`config.mk`:
```
export PLATFORM = sky130hd
export DESIGN_NAME = dsp_add_i8_4_sched_flat
export DESIGN_NICKNAME = d
export VERILOG_FILES = /design/src/rtl/dsp_add_i8_4_sched_if.sv /design/src/rtl/dsp_add_i8_4_sched.sv /design/src/flat_wrapper.sv
export SDC_FILE = /design/constraint.sdc
export NUM_CORES = 1
export LEC_CHECK = 0
export CAP_MARGIN = 30
export CORE_MARGIN = 1
export CORE_UTILIZATION = 44
export CTS_CLUSTER_DIAMETER = 50
export CTS_CLUSTER_SIZE = 10
export DETAILED_ROUTE_END_ITERATION = 8
export GPL_ROUTABILITY_DRIVEN = 0
export PLACE_DENSITY_LB_ADDON = 0.05
export SLEW_MARGIN = 20
export SYNTH_ARGS = -nofsm -noshare
export SYNTH_HDL_FRONTEND = slang
export SYNTH_SLANG_ARGS = --single-unit
```
`constraint.sdc`:
```
create_clock -name clock -period 3.8 [get_ports clock]
set_input_delay 1.14 -clock clock [delete_from_list [all_inputs] [get_ports clock]]
set_output_delay 1.14 -clock clock [all_outputs]
set_load 0.02 [all_outputs]
```
`src/rtl/dsp_add_i8_4_sched_if.sv`:
```
// Handshake bundle for the two-requester i8x4 adder scheduler.
// slave = scheduler side, master = requesters plus shared adder.
interface dsp_add_i8_4_sched_if;
  logic        r0_valid;
  logic        r0_ready;
  logic [31:0] r0_a;
  logic [31:0] r0_b;
  logic        r0_res_valid;
  logic        r0_res_ready;
  logic [31:0] r0_res_y;
  logic        r1_valid;
  logic        r1_ready;
  logic [31:0] r1_a;
  logic [31:0] r1_b;
  logic        r1_res_valid;
  logic        r1_res_ready;
  logic [31:0] r1_res_y;
  logic [31:0] dsp_a;
  logic [31:0] dsp_b;
  logic [31:0] dsp_y;
  logic        busy;

  modport slave (
    input  r0_valid, r0_a, r0_b, r0_res_ready,
    input  r1_valid, r1_a, r1_b, r1_res_ready,
    input  dsp_y,
    output r0_ready, r0_res_valid, r0_res_y,
    output r1_ready, r1_res_valid, r1_res_y,
    output dsp_a, dsp_b, busy
  );

  modport master (
    output r0_valid, r0_a, r0_b, r0_res_ready,
    output r1_valid, r1_a, r1_b, r1_res_ready,
    output dsp_y,
    input  r0_ready, r0_res_valid, r0_res_y,
    input  r1_ready, r1_res_valid, r1_res_y,
    input  dsp_a, dsp_b, busy
  );
endinterface

```
`src/rtl/dsp_add_i8_4_sched.sv`:
```
// Round-robin, credit-based sharing of one pipelined i8x4 adder
// between two requesters, with per-requester in-order result FIFOs.
module dsp_add_i8_4_sched #(
  parameter int LAT   = 2,
  parameter int DEPTH = 2
) (
  input logic                 clock,
  input logic                 reset,
  dsp_add_i8_4_sched_if.slave bus
);
  localparam int AW = (DEPTH > 1) ? $clog2(DEPTH) : 1;
  localparam logic [3:0] DEPTHC = 4'(DEPTH);

  logic [1:0]       vld;
  logic [1:0]       hasc;
  logic [1:0]       elig;
  logic [1:0]       rdy;
  logic [1:0]       push;
  logic [1:0]       pop;
  logic [1:0]       rvld;
  logic [1:0]       rrdy;
  logic [1:0][31:0] ra;
  logic [1:0][31:0] rb;
  logic [1:0][31:0] ry;
  logic [LAT-1:0]   tv;
  logic [LAT-1:0]   tid;
  logic             ptr;
  logic             g0;
  logic             g1;

  assign vld  = {bus.r1_valid, bus.r0_valid};
  assign rrdy = {bus.r1_res_ready, bus.r0_res_ready};
  assign ra   = {bus.r1_a, bus.r0_a};
  assign rb   = {bus.r1_b, bus.r0_b};

  // reset gating keeps ready/operands low while reset is held
  always_comb begin
    elig = vld & hasc;
    g0 = reset && elig[0] && (!elig[1] || !ptr);
    g1 = reset && elig[1] && (!elig[0] || ptr);
  end

  assign rdy = {g1, g0};
  assign bus.r0_ready = g0;
  assign bus.r1_ready = g1;

  assign bus.dsp_a = g0 ? ra[0] : (g1 ? ra[1] : '0);
  assign bus.dsp_b = g0 ? rb[0] : (g1 ? rb[1] : '0);

  always_ff @(posedge clock or negedge reset) begin
    if (!reset) begin
      tv  <= '0;
      tid <= '0;
      ptr <= 1'b0;
    end else begin
      tv[0]  <= g0 | g1;
      tid[0] <= g1;
      for (int k = 1; k < LAT; k++) begin
        tv[k]  <= tv[k-1];
        tid[k] <= tid[k-1];
      end
      if (g0 | g1) ptr <= g0;
    end
  end

  assign push[0] = tv[LAT-1] & ~tid[LAT-1];
  assign push[1] = tv[LAT-1] & tid[LAT-1];
  assign pop     = rvld & rrdy;

  for (genvar r = 0; r < 2; r++) begin : g_buf
    localparam logic [AW-1:0] LAST = AW'(DEPTH - 1);

    logic [31:0]   mem [DEPTH];
    logic [AW-1:0] wp;
    logic [AW-1:0] rp;
    logic [3:0]    cnt;
    logic [3:0]    cred;

    always_ff @(posedge clock or negedge reset) begin
      if (!reset) begin
        wp   <= '0;
        rp   <= '0;
        cnt  <= '0;
        cred <= DEPTHC;
      end else begin
        if (push[r]) wp <= (wp == LAST) ? '0 : wp + 1'b1;
        if (pop[r])  rp <= (rp == LAST) ? '0 : rp + 1'b1;
        cnt  <= cnt + {3'b0, push[r]}
                    - {3'b0, pop[r]};
        cred <= cred - {3'b0, rdy[r]}
                     + {3'b0, pop[r]};
      end
    end

    always_ff @(posedge clock) begin
      if (push[r]) mem[wp] <= bus.dsp_y;
    end

    assign hasc[r] = (cred != '0);
    assign rvld[r] = (cnt != '0);
    assign ry[r]   = rvld[r] ? mem[rp] : '0;
  end

  assign bus.r0_res_valid = rvld[0];
  assign bus.r1_res_valid = rvld[1];
  assign bus.r0_res_y     = ry[0];
  assign bus.r1_res_y     = ry[1];

  assign bus.busy = (|tv) | (|rvld);
endmodule

```
`src/flat_wrapper.sv`:
```
// flat-port wrapper written by rule: the top's interface ports become plain ports
module dsp_add_i8_4_sched_flat 
#(
  parameter int LAT   = 2,
  parameter int DEPTH = 2
)
  (clock, reset, bus_r0_valid, bus_r0_a, bus_r0_b, bus_r0_res_ready, bus_r1_valid, bus_r1_a, bus_r1_b, bus_r1_res_ready, bus_dsp_y, bus_r0_ready, bus_r0_res_valid, bus_r0_res_y, bus_r1_ready, bus_r1_res_valid, bus_r1_res_y, bus_dsp_a, bus_dsp_b, bus_busy);
  dsp_add_i8_4_sched_if bus_i ();
  input logic clock;
  input logic reset;
  input wire logic [$bits(bus_i.r0_valid)-1:0] bus_r0_valid;
  input wire logic [$bits(bus_i.r0_a)-1:0] bus_r0_a;
  input wire logic [$bits(bus_i.r0_b)-1:0] bus_r0_b;
  input wire logic [$bits(bus_i.r0_res_ready)-1:0] bus_r0_res_ready;
  input wire logic [$bits(bus_i.r1_valid)-1:0] bus_r1_valid;
  input wire logic [$bits(bus_i.r1_a)-1:0] bus_r1_a;
  input wire logic [$bits(bus_i.r1_b)-1:0] bus_r1_b;
  input wire logic [$bits(bus_i.r1_res_ready)-1:0] bus_r1_res_ready;
  input wire logic [$bits(bus_i.dsp_y)-1:0] bus_dsp_y;
  output wire logic [$bits(bus_i.r0_ready)-1:0] bus_r0_ready;
  output wire logic [$bits(bus_i.r0_res_valid)-1:0] bus_r0_res_valid;
  output wire logic [$bits(bus_i.r0_res_y)-1:0] bus_r0_res_y;
  output wire logic [$bits(bus_i.r1_ready)-1:0] bus_r1_ready;
  output wire logic [$bits(bus_i.r1_res_valid)-1:0] bus_r1_res_valid;
  output wire logic [$bits(bus_i.r1_res_y)-1:0] bus_r1_res_y;
  output wire logic [$bits(bus_i.dsp_a)-1:0] bus_dsp_a;
  output wire logic [$bits(bus_i.dsp_b)-1:0] bus_dsp_b;
  output wire logic [$bits(bus_i.busy)-1:0] bus_busy;
  assign bus_i.r0_valid = bus_r0_valid;
  assign bus_i.r0_a = bus_r0_a;
  assign bus_i.r0_b = bus_r0_b;
  assign bus_i.r0_res_ready = bus_r0_res_ready;
  assign bus_i.r1_valid = bus_r1_valid;
  assign bus_i.r1_a = bus_r1_a;
  assign bus_i.r1_b = bus_r1_b;
  assign bus_i.r1_res_ready = bus_r1_res_ready;
  assign bus_i.dsp_y = bus_dsp_y;
  assign bus_r0_ready = bus_i.r0_ready;
  assign bus_r0_res_valid = bus_i.r0_res_valid;
  assign bus_r0_res_y = bus_i.r0_res_y;
  assign bus_r1_ready = bus_i.r1_ready;
  assign bus_r1_res_valid = bus_i.r1_res_valid;
  assign bus_r1_res_y = bus_i.r1_res_y;
  assign bus_dsp_a = bus_i.dsp_a;
  assign bus_dsp_b = bus_i.dsp_b;
  assign bus_busy = bus_i.busy;
  dsp_add_i8_4_sched #(.LAT(LAT), .DEPTH(DEPTH)) u_core (.clock(clock), .reset(reset), .bus(bus_i));
endmodule
```
==> impl_summary.md <==
Timing
Setup slack closes at roughly 0.14 ns. The final hold violation count is 0. The number of failing setup endpoints in the final timing report is 0.

The final-layout setup total negative slack is 0 ns. Across all hold checks on the routed design, the worst slack comes to between 0.3 and 0.4 ns. The worst-case headroom to the max-slew limit is 0.398. The number of max-slew violations in the final report was 0. Dividing the final minimum period by the clock period gives 0.964. The maximum achievable frequency is approximately 0.27 GHz. The transition time at the pin with the least slew margin is between 0.9 and 1 ns. Setup repair after global routing left no endpoint under its margin. The final clock skew is 0.0126 ns. Counting I/O delays and the setup requirement, the final critical path takes ~3.7 ns.

Yosys
The Yosys step of the flow raised 0 warnings. After synthesis, the mean cell area works out to ~12 sq um. The combined area of all synthesized cells is around 7500 sq um. The share of the synthesized area in the top cell type is 0.515.

In the post-synthesis netlist, the biggest area contributors are sky130_fd_sc_hd__edfxtp_1, sky130_fd_sc_hd__mux2i_1, sky130_fd_sc_hd__dfrtp_1, sky130_fd_sc_hd__o21ai_2, sky130_fd_sc_hd__nand3_1. In the synthesized netlist, the number of instances is around 600. The net count after synthesis is 807. The part of the Yosys area used for sequential elements is 0.599. The total of flip-flops plus latches after synthesis is 153. Summed over all instances, the cell type with the most area after synthesis is sky130_fd_sc_hd__edfxtp_1. The distinct cell type count of the synthesized netlist is 32.

Clock tree
The number of buffers added by the clock tree synthesis step is 17. The clock passes through at most 2 buffers. The clock insertion delay at the later pin of the skew report is around 0.41 ns. After clock tree synthesis, the flow added hold-fix buffers numbering 0. After clock tree synthesis, the clock-pin slew on the worst setup and hold paths is roughly 0.060 ns. TritonCTS built the clock tree. The H-tree was split into 4 levels. The clock sink total is roughly 150.

In this run the clock root is driven by a sky130_fd_sc_hd__clkbuf_16.

Place
Detailed placement ended at an HPWL of around 16000 microns. The placed instances occupy a cell area of roughly 11000 sq um. The number of buffers added on ports is between 200 and 300. Once placement completed, the tool counted placed cells totaling 1117. The worst slack at placement is -0.450 ns.

Worst setup path
The setup check on the worst reg-to-reg path leaves a slack of 0.90 ns. The beginning of the worst register-to-register path is u_core.g_buf[1].cred[2]. The critical path launch point is bus_r0_valid. Data on the critical path arrives at its endpoint at ~2.5 ns. The top cell family by delay on the critical path is buffers and inverters.

The critical path goes through dlygate4sd2_1 -> inv_1 -> o311a_4 -> buf_12 -> nand3_1 -> o21ai_2 -> clkdlybuf4s15_1. The delay of the slowest cell on the worst path is ~0.43 ns. Data on the critical path is required at its endpoint by around 2.7 ns.

STA classifies the critical path endpoint as a primary output. Of all nets on the critical path, the largest fanout is 22. By startpoint and endpoint, the worst setup path is classified as in2out.

The largest individual stage delay along the critical path comes from the cell sky130_fd_sc_hd__o311a_4. The kind of start point of the critical path is an input port. Counting both buffers and inverters, the worst setup path holds a total of 4.

Power
The total power is roughly 7.4 mW. For this design the static power due to leakage is between 4 and 5 nW. The power per cell area is between 600 and 700 nW/um^2. Across the VDD grid, the largest voltage drop is ~390 uV.

Floorplan
The initial utilization of the core area, before any placement, comes to 0.450. The die width is 132 microns. The floorplan step defined a die boundary enclosing about 17000 sq um.

From bottom edge to top edge, the die measures 132 microns. The number of top-level pins is 299. The core area is 16600 sq um. After floorplanning, the core was divided into 47 placement rows.

Global routing
The pin count of the biggest net entering global routing is 52. The global routing usage on met1 is 0.329. The met3 usage in global routing is 0.0711. Global routing finished with a remaining overflow of 0. The first-pass GRT wire length is approximately 33000 microns. For this run, the total global-route usage over all layers was measured as 0.256. The met2 usage is 0.416.

The number of antenna violations at the first check in global routing is 4. The via count of the first global-routing pass was around 6000. The most utilized layer in the global route result is met2.

Drt
Dividing the detail-routed via count by the number of cells gives 5.05. The first-iteration detailed-routing DRC count is about 280. The post-detailed-route DRC marker count is 0. The final wirelength is between 20000 and 25000 microns.

The first detailed-routing pass ran for 5 iterations. The detail route stage leaves a number of antenna-violating nets equal to 0. The routed length per placed instance is 19.0 microns.

Summing over every cut layer, the via total after detailed routing is between 5000 and 6000.

Min path
The worst hold path class is reg2reg. The startpoint identified for the worst hold timing path is u_core.tid[0].

Final layout
The multi-input logic area is between 2000 and 3000 sq um. The core occupancy in the finished layout is 0.688. The filler cells instantiated in the layout total about 1200. The net count of the finished layout is between 1000 and 1500. The post-route standard cell area excluding fillers is approximately 11000 sq um. Of the cells placed in the final design, the portion with a size suffix greater than 1 is 0.193.

The count of non-filler cells in the finished layout is 1152. Across the whole layout, storage elements account for between 4000 and 5000 sq um. Compared with the post-synthesis result, the final layout area differs by 52.9%.

Flow run
The number of max-cap violations is 0.

Run status
The flow ran to the end, and the final reports show no timing, DRC or antenna violations.
kinds of logic (layout without fill, tap and decap cells):
logic type                 after synthesis  count (layout)  share of synthesized area
and+or+nand+nor                        212             212                      0.123
DFF                                    153             153                      0.599
AOI/OAI and AO/OA                       77              77                     0.0807
buffers and inverters                   76             389                     0.0533
muxes                                   64              64                     0.0859
adders and majority gates               23              23                     0.0426
xor gates and xnor gates                13              13                     0.0153
other                                    0               1                          0
state kept, by name (all words and copies together), names as in the netlist:
| name | flops |
|---|---|
| u_core.g_buf.mem | 128 |
| u_core.g_buf.cred | 8 |
| u_core.g_buf.rp | 2 |
| u_core.tid | 2 |
| u_core.tv | 2 |
| u_core.ptr | 1 |
| u_core.g_buf.cnt | 8 |
| u_core.g_buf.wp | 2 |
cells in the final DEF, fill, tap and decap left out, drive strengths merged, types with 19 or more instances in the layout:
cell type,count
clkdlybuf4s50,229
edfxtp,128
nand2,69
nor2,69
nand3,65
mux2i,64
o21ai,64
buf,54
clkdlybuf4s15,38
inv,36
dfrtp,23
ha,19
clkbuf,19
cell type report:
cell class	count	share of cell area
diodes	1	0.000219
clock buffers	19	0.0380
clock inverters	13	0.0147
inverters	32	0.0105
multi-input cells	389	0.231
flip-flops and latches	153	0.392
well taps	220	0.0241
repair buffers	325	0.289
routing by layer:
metal,share of wire,vias up,wire (microns)
met5,0.0018,-,39
met4,0.023,6,513
li1,-,2796,-
met3,0.068,43,1490
met2,0.48,195,10500
met1,0.43,2777,9420
power by group:
group	internal [mW]	total, mW	switching (mW)
Combinational	1.57	3.33	1.76
Sequential	2.13	2.36	0.228
Clock	1.04	1.70	0.657
synthesized netlist by cell type:
cell and count:
sky130_fd_sc_hd__a31oi_1 1, sky130_fd_sc_hd__nand2_1 69, sky130_fd_sc_hd__clkbuf_1 25, sky130_fd_sc_hd__or3b_4 1, sky130_fd_sc_hd__o311a_1 1, sky130_fd_sc_hd__dfrtp_1 23
sky130_fd_sc_hd__nand2b_1 2, sky130_fd_sc_hd__nor2_1 69, sky130_fd_sc_hd__and3_1 1, sky130_fd_sc_hd__buf_1 1, sky130_fd_sc_hd__xor2_1 5, sky130_fd_sc_hd__a21o_1 4
sky130_fd_sc_hd__or4_1 1, sky130_fd_sc_hd__nor3b_1 1, sky130_fd_sc_hd__nor3b_2 1, sky130_fd_sc_hd__edfxtp_1 128, sky130_fd_sc_hd__buf_12 6, sky130_fd_sc_hd__dfstp_2 2
sky130_fd_sc_hd__o21ai_2 49, sky130_fd_sc_hd__ha_1 19, sky130_fd_sc_hd__a21oi_1 5, sky130_fd_sc_hd__mux2i_1 64, sky130_fd_sc_hd__buf_2 12, sky130_fd_sc_hd__nand3_1 65
sky130_fd_sc_hd__a41oi_1 1, sky130_fd_sc_hd__xnor2_1 8, sky130_fd_sc_hd__o21ai_0 15, sky130_fd_sc_hd__fa_1 4, sky130_fd_sc_hd__and2_1 1, sky130_fd_sc_hd__inv_1 32
sky130_fd_sc_hd__or3b_1 1, sky130_fd_sc_hd__a31o_4 1
worst paths after layout:
kind	end	cells past startpoint
min in group asynchronous	u_core.ptr	2
worst min register to register	u_core.tid[1]	0
worst min-delay path	u_core.tid[1]	0
worst max-delay path	bus_dsp_a[12]	7
max in group asynchronous	u_core.g_buf[0].cred[1]	2
worst max register to register	u_core.g_buf[0].cred[2]	13
repair_timing:
item                                    CTS  global route
endpoints found under the setup margin   66             0
resized for setup                       237             0
hold endpoints to repair                  0             0
setup buffers                             0             0
Power figures use the tool's default switching activity.
